===== src/rtl/frame_defs_pkg.sv =====
// Frame geometry and FAS bytes shared by the sender map path (sequencer,
// frame_controller) and the deframer.
package frame_defs_pkg;

   localparam int ROWS    = 4;
   localparam int COLS    = 1041;
   localparam int OH_COLS = 16;

   localparam int ROW_W = 2;
   localparam int COL_W = 11;

   // Sized forms of the column boundaries, for width-clean comparisons.
   localparam logic [COL_W-1:0] PAD_COL   = COL_W'(COLS - 1);
   localparam logic [COL_W-1:0] OH_LAST   = COL_W'(OH_COLS - 1);
   localparam logic [COL_W-1:0] PYLD_LAST = COL_W'(COLS - 2);
   localparam logic [ROW_W-1:0] LAST_ROW  = ROW_W'(ROWS - 1);

   localparam logic [7:0] FAS_OA1   = 8'hF6;
   localparam logic [7:0] FAS_OA2   = 8'h28;
   localparam logic [7:0] FILL_BYTE = 8'h00;

   typedef enum logic {
      ST_IDLE,
      ST_RUN
   } seq_state_t;

endpackage


===== src/rtl/frame_pos_counter.sv =====
// Row/column position counter for the 4 x 1041 frame; steps once per clock
// while i_step is high and returns to row 0, column 0 otherwise.
module frame_pos_counter
   import frame_defs_pkg::*;
(
   input  logic             i_clk,
   input  logic             i_rst,
   input  logic             i_step,
   output logic [ROW_W-1:0] o_row,
   output logic [COL_W-1:0] o_col,
   output logic             o_last_col,
   output logic             o_last_row
);

   assign o_last_col = (o_col == PAD_COL);
   assign o_last_row = (o_row == LAST_ROW);

   // NOTE: sequential state uses non-blocking assignments so every flop
   // samples pre-edge values regardless of block evaluation order.
   always_ff @(posedge i_clk or negedge i_rst) begin
      if (!i_rst) begin
         o_row <= '0;
         o_col <= '0;
      end else if (!i_step) begin
         o_row <= '0;
         o_col <= '0;
      end else if (o_last_col) begin
         o_col <= '0;
         o_row <= o_last_row ? '0 : o_row + 1'b1;
      end else begin
         o_col <= o_col + 1'b1;
      end
   end

endmodule


===== src/rtl/frame_sequencer.sv =====
// Drives frame_controller: presents row/column, overhead enable and payload
// bytes pulled from the client, filling on underrun; ARQ mode per frame.
module frame_sequencer
   import frame_defs_pkg::*;
(
   input  logic             i_clk,
   input  logic             i_rst,
   input  logic             i_start,
   input  logic             i_arq_en,
   input  logic             i_clr_stats,
   input  logic [7:0]       i_client_data,
   input  logic             i_client_valid,
   output logic             o_client_ready,
   output logic [ROW_W-1:0] o_row_cnt,
   output logic [COL_W-1:0] o_col_cnt,
   output logic             o_enable,
   output logic [7:0]       o_pyld_data,
   output logic             o_pyld_data_valid,
   output logic             o_arq_en,
   output logic             o_sof,
   output logic [7:0]       o_frame_cnt,
   output logic             o_underrun,
   output logic [15:0]      o_underrun_cnt
);

   // Reset asserts asynchronously but releases two clocks after i_rst rises.
   logic [1:0] rst_sync;
   logic       rst_int_n;

   always_ff @(posedge i_clk or negedge i_rst) begin
      if (!i_rst) rst_sync <= '0;
      else        rst_sync <= {rst_sync[0], 1'b1};
   end

   assign rst_int_n = rst_sync[1];

   seq_state_t state, state_nxt;
   logic       step, last_col, last_row, frame_last;
   logic       sof_nxt, enable_nxt, underrun_nxt;

   frame_pos_counter u_pos (
      .i_clk      (i_clk),
      .i_rst      (rst_int_n),
      .i_step     (step),
      .o_row      (o_row_cnt),
      .o_col      (o_col_cnt),
      .o_last_col (last_col),
      .o_last_row (last_row)
   );

   assign frame_last = last_row & last_col;

   always_ff @(posedge i_clk or negedge rst_int_n) begin
      if (!rst_int_n) state <= ST_IDLE;
      else            state <= state_nxt;
   end

   // NOTE: every always_comb output gets a default first so no path can
   // leave it unassigned and infer a latch.
   always_comb begin
      state_nxt = state;
      step      = 1'b0;
      case (state)
         ST_IDLE: if (i_start) state_nxt = ST_RUN;
         ST_RUN: begin
            step = 1'b1;
            if (frame_last && !i_start) begin
               state_nxt = ST_IDLE;
               step      = 1'b0;
            end
         end
      endcase
   end

   // Decisions below look one position ahead, since outputs register on the
   // same edge that advances the counter.
   assign sof_nxt        = (state_nxt == ST_RUN) && ((state == ST_IDLE) || frame_last);
   assign enable_nxt     = (state_nxt == ST_RUN) && ((o_col_cnt == PAD_COL) || (o_col_cnt < OH_LAST));
   assign o_client_ready = (state == ST_RUN) && (o_col_cnt >= OH_LAST) && (o_col_cnt < PYLD_LAST);
   assign underrun_nxt   = o_client_ready & ~i_client_valid;

   always_ff @(posedge i_clk or negedge rst_int_n) begin
      if (!rst_int_n) begin
         o_enable          <= 1'b0;
         o_sof             <= 1'b0;
         o_pyld_data       <= '0;
         o_pyld_data_valid <= 1'b0;
         o_underrun        <= 1'b0;
         o_arq_en          <= 1'b0;
         o_frame_cnt       <= '0;
         o_underrun_cnt    <= '0;
      end else begin
         o_enable          <= enable_nxt;
         o_sof             <= sof_nxt;
         o_pyld_data_valid <= o_client_ready;
         o_underrun        <= underrun_nxt;

         if (!o_client_ready)     o_pyld_data <= '0;
         else if (i_client_valid) o_pyld_data <= i_client_data;
         else                     o_pyld_data <= FILL_BYTE;

         if (sof_nxt) begin
            o_arq_en    <= i_arq_en;
            o_frame_cnt <= o_frame_cnt + 1'b1;
         end

         if (i_clr_stats)
            o_underrun_cnt <= '0;
         else if (underrun_nxt && (o_underrun_cnt != 16'hFFFF))
            o_underrun_cnt <= o_underrun_cnt + 1'b1;
      end
   end

endmodule

===== config.mk =====
export PLATFORM = sky130hd
export DESIGN_NAME = frame_sequencer
export DESIGN_NICKNAME = d
export VERILOG_FILES = /design/src/rtl/frame_defs_pkg.sv /design/src/rtl/frame_pos_counter.sv /design/src/rtl/frame_sequencer.sv
export SDC_FILE = /design/constraint.sdc
export NUM_CORES = 1
export LEC_CHECK = 0
export CAP_MARGIN = 20
export CORE_ASPECT_RATIO = 1.25
export CORE_UTILIZATION = 44
export DETAILED_ROUTE_END_ITERATION = 12
export GPL_ROUTABILITY_DRIVEN = 0
export GPL_TIMING_DRIVEN = 0
export PLACE_DENSITY = 0.86
export RECOVER_POWER = 100
export SYNTH_ARGS = -nofsm -noshare
export SYNTH_HDL_FRONTEND = slang
export SYNTH_SLANG_ARGS = --single-unit

===== constraint.sdc =====
create_clock -name i_clk -period 1.9 [get_ports i_clk]
set_input_delay 0.475 -clock i_clk [delete_from_list [all_inputs] [get_ports i_clk]]
set_output_delay 0.475 -clock i_clk [all_outputs]
set_load 0.02 [all_outputs]

* Word-level counts from Yosys, hierarchy flattened
Cells that the tools add are included.
Word-level totals: register bits after elaboration 53, latch bits 0, memory bits (writable) 0, memory bits (read-only) 0, input bits 14, output and inout port bits 51, logic and storage cells 50, memories 0
Cells by class: add/subtract/negate cells 4, multiply operators 0, div/mod/pow operators 0, magnitude comparators 3, equality and inequality tests 4, shift-type cells 0, multiplexer cells 13, bitwise gates (word level) 4, reduce and logical (&&, ||, !) cells 10
Operators with widths (number):
- 2-to-1 mux 16 bit | 2
- 2-to-1 mux 11 bit | 2
- adder 16 x 1 -> 16 bit, second input constant | 1
- 2-to-1 mux 8 bit | 2
- inequality test 16 bit, second input constant | 1
- adder 11 x 1 -> 11 bit, second input constant | 1
- == test 11 bit, second input constant | 1
- greater-or-equal comparator 11 x 4 -> 1 bit, second input constant | 1
- less-than comparator 11 bit, second input constant | 1
- less-than comparator 11 x 4 -> 1 bit, second input constant | 1
- adder 8 x 1 -> 8 bit, second input constant | 1
- logical AND 1 bit | 6
- 2-to-1 mux 2 bit | 3
- 2-to-1 mux 1 bit | 3
- adder 2 x 1 -> 2 bit, second input constant | 1
- bitwise AND 1 bit | 2
- == test 2 bit, second input constant | 1
- logical OR 1 bit | 2
- inequality test 2 bit, second input constant | 1
- NOT 1 bit | 2
- one-hot mux 1 bit (2 select lines) | 1
- nonzero test 2 bit | 1
- logical NOT 1 bit | 1

* Longest topological paths before layout
depth in word-level cells 7, depth in mapped cells 8, gate-level depth less buffers 7

* Cells and area by module
Synthesis repeated with hierarchy kept, for this count alone.
Unflattened totals: cells, all modules 236, area, all modules 2551.2 um^2
By module, submodules not included:
- frame_sequencer | instances 1, cells each 170, area an instance 1841.8 um^2, seq. area each 1001.0 um^2
- frame_pos_counter | instances 1, cells each 66, area an instance 709.4 um^2, seq. area each 325.3 um^2

* Least setup slack after synthesis
No wires, ideal clock.
path type register to output, start register u_pos.o_col[7], end output port o_client_ready, arrival time 1.775 ns, slack -0.350 ns, cell stages (with the launch flop) 5, buffers on the path 1, cells stage by stage dfrtp_1 or3_4 o41ai_4 and3_1 clkbuf_1
Between the ends: cells in the longest elaborated chain, start to end 3, elaborated cells between the ends (all ways) 4, classes of those cells 2 x order compare; 2 x reduce/logical
RTL lines:
- start, declared | line frame_pos_counter.sv:10 | output logic [COL_W-1:0] o_col,
- start signal, assigned | line frame_pos_counter.sv:31 | o_col <= o_col + 1'b1;
- greater-or-equal comparator 11 x 4 -> 1 bit | line frame_sequencer.sv:79 | assign o_client_ready = (state == ST_RUN) && (o_col_cnt >= OH_LAST) && (o_col_cnt < PYLD_LAST);
- logical AND 1 bit | line frame_sequencer.sv:79
- logical AND 1 bit (*) | line frame_sequencer.sv:79
- end, declared | line frame_sequencer.sv:13 | output logic o_client_ready,
Mark *: on every way between the ends. The rest lies on a longest branch, timed or not.

* Final worst setup path
start register u_pos.o_col[2], end output port o_client_ready
The elaborated chain is that of the path after synthesis.

==> summary.txt <==
Status
  • Status: finished with violations
  • Failing checks: negative setup slack

Synthesis
  • Synth Register Bits: 53
  • Synth Net Count: 259
  • Sequential share of the synthesized area: 52.6%
  • Post-Syn Area: 2520 um2
  • Syn_area_per_cell: 10.5 um2
  • Async SR Flop Fraction: 100%
  • Cells after Synth: 240
  • Count of cell types in the netlist: 37
  • Post-synth top flop: dfrtp_1
  • Yosys warns: 0
  • EDFF count, synth: 0

GRT
  • GRT Util Overall: 20.6%
  • First-pass GRT wire length: 9.85 mm
  • Overflow after GRT: 0
  • Initial antenna violation count: 0
  • Largest net degree at the start of global routing: 28
  • Vias in the first global route: 2113

Layout
  • Layout Cells excl Fill: 405
  • Fin nets: 359
  • Layout fillers: 384
  • Ant. Diodes: 0
  • Most frequent cells in the layout: clkdlybuf4s50_1 (44), dfrtp_1 (37), buf_4 (24)
  • Util after Layout: 72.0%
  • Area growth syn-to-layout: 56.5%
  • FF+latch area: 1350 um2
  • Share of cells above drive strength 1: 31.4%
  • Most common cell after layout, fill and taps aside: clkdlybuf4s50_1
  • Multi-input gate area: 1420 um2

Floorplan
  • Starting Density: 46.0%
  • Die height: 86.6 um
  • IO Count: 65
  • Placeable Area: 5480 um2
  • Site Rows: 30
  • DIE AREA: 6040 um2
  • Die width: 69.7 um

Job
  • Maxcap violations: 0

STA
  • Max-slew headroom: 33.2%
  • Final setup vio count: 40
  • RSZ-0062 raised after global routing: true
  • Worst Slack Setup Final: -0.322 ns
  • Skew final: 0.0182 ns
  • Max frequency: 450 MHz
  • Min Tclk post-route: 2.22 ns
  • Final hold viol count: 0
  • Worst-Margin Slew: 1.00 ns
  • Tcrit/Tclk final: 117%
  • Final Max Slew Viols: 0

Clock tree
  • CTS tree: built
  • Clk_lat worst skew: 0.32 ns
  • Worst-path clk slew: 0.12 ns
  • Cts bufs inserted: 5
  • CTS max path bufs: 2
  • Root Buffer: clkbuf_8
  • CTS sink cnt: 53
  • H-tree depth: 2

Worst setup path
  • Type of the worst setup path: reg2out
  • CP Max Fanout: 6
  • Arr. time, crit path: 1.75 ns
  • Reg2reg start: u_pos.o_col[8]$_DFF_PN0_
  • Setup crit start kind: flop
  • Crit path depth: 4
  • Worst EP required: 1.42 ns
  • Reg2reg path depth: 9
  • R2R setup slack: -0.29 ns
  • Buffers & Inverters on Critical Path: 1
  • Critical Path End: o_client_ready
  • CP endpoint kind: output pin
  • Cells along the critical path: and4_2 > o41ai_4 > and3_4 > buf_6
  • Worst stage delay on the critical path: 0.46 ns
  • Worst R2R End: o_frame_cnt[4]$_DFFE_PN0P_
  • Slowest stage cell on the critical path: dfrtp_2
  • Delay-heaviest family, CP: simple AND/OR/NAND/NOR gates
  • Crit. Startpoint: u_pos.o_col[2]$_DFF_PN0_

Detailed routing
  • DRT Wirelength: 6.49 mm
  • Vias: 2225
  • DRC Markers: 0
  • Initial DRC count: 142
  • Post-DRT Antenna Nets: 0
  • DR pass1 iterations: 4
  • Wire per inst: 16.0 um
  • Vias/cell: 5.49

Pwr
  • VDD IR max: 0.561 mV
  • Power Density: 1020 nW/um2
  • Leakage power: 1.94 nW

Place
  • Dpl ws: -0.705 ns
  • # port buffers: 64
  • Post-DP HPWL: 3.88 mm
  • Placed Cells: 369

Min path
  • Tightest Hold Check Type: reg2reg
==> routing by layer <==
metal	global-route usage, %	wire length [um]	vias to the layer above
met2	35.9	3510	68
met1	24.9	2550	1092
met4	10.4	199	0
li1	-	-	1047
met5	0	0	-
met3	3.26	237	18
==> cells in the mapped netlist, drive strengths merged (7+ instances only) <==
master | count | area [um2]
a21oi | 10 | 50.1
and3 | 16 | 100
dfrtp | 53 | 1330
mux2 | 8 | 90.1
nand2 | 13 | 48.8
nand3 | 12 | 65.1
nand4 | 11 | 68.8
nor2 | 25 | 93.8
nor2b | 7 | 43.8
nor3 | 9 | 45.0
or3 | 7 | 48.8
xor2 | 13 | 114
==> repair_timing <==
action	in CTS	in global routing
cloned	2	0
buffers inserted	11	17
hold buffers	0	0
pin swaps	18	16
gates resized for setup	42	49
setup endpoints to repair	39	53
==> cell families (layout without fill, tap and decap cells) <==
group / after synthesis / count (layout) / synth area share, %
DFF: 53 / 53 / 52.6
AOI/OAI and AO/OA: 22 / 22 / 5.96
xor gates and xnor gates: 17 / 17 / 5.91
other: 1 / 1 / 0.149
and+or+nand+nor: 120 / 120 / 26.4
muxes: 10 / 10 / 4.37
buffers and inverters: 12 / 113 / 2.13
adders and majority gates: 5 / 5 / 2.48
==> state kept, by name, summed over array words and instances, names as in the netlist <==
register / flops
o_arq_en: 1
rst_sync: 2
o_sof: 1
o_pyld_data_valid: 1
o_underrun: 1
u_pos.o_row: 2
o_pyld_data: 8
o_enable: 1
o_frame_cnt: 8
o_underrun_cnt: 16
u_pos.o_col: 11
state: 1
==> worst min-delay path by stage <==
stage | endpoint | start | cells after the start | slack (ns)
floorplan | rst_sync[0]$_DFF_PN0_ | i_rst | 0 | 0.18
global placement | rst_sync[1]$_DFF_PN0_ | rst_sync[0]$_DFF_PN0_ | 0 | 0.34
detailed placement | o_underrun_cnt[5]$_DFFE_PN0P_ | rst_sync[1]$_DFF_PN0_ | 0 | 0.28
CTS | o_underrun_cnt[5]$_DFFE_PN0P_ | rst_sync[1]$_DFF_PN0_ | 0 | 0.30
global route | rst_sync[0]$_DFF_PN0_ | i_rst | 1 | 0.38
finish | rst_sync[1]$_DFF_PN0_ | rst_sync[0]$_DFF_PN0_ | 0 | 0.36
==> area by class of cell <==
class,instances,area share [%]
flip-flops and latches,53,34.1
plain buffers,6,1.30
multi-input cells,175,35.9
repair buffers,95,23.3
well taps,64,2.03
clock inverters,3,1.20
inverters,4,0.380
clock buffers,5,1.74
==> report_power, final <==
group / switching (mW) / total, mW / internal [mW]
combinational: 0.844 / 1.70 / 0.854
sequential: 0.183 / 1.51 / 1.32
clock: 0.411 / 0.814 / 0.403
==> worst register-to-register path: stages (launching register included) <==
cell,delay [ns]
dfrtp_2,0.42
or3_4,0.40
buf_4,0.15
buf_6,0.11
nor4_4,0.26
buf_4,0.17
a21boi_4,0.08
buf_6,0.15
nor3_4,0.19
xor2_1,0.17
==> stage by stage <==
step | area [um2] | power [mW] | setup TNS, ns | hold WS (ns)
floorplan | 2620 | 2.29 | -0.584 | 0.179
global placement | 3340 | 2.79 | -20.19 | 0.336
detailed placement | 3360 | 2.83 | -9.31 | 0.284
CTS | 3710 | 3.82 | -5.16 | 0.298
global route | 3950 | 4.22 | -8.77 | 0.379
finish | 3950 | 4.02 | -5.11 | 0.362
Power figures use the tool's default switching activity.
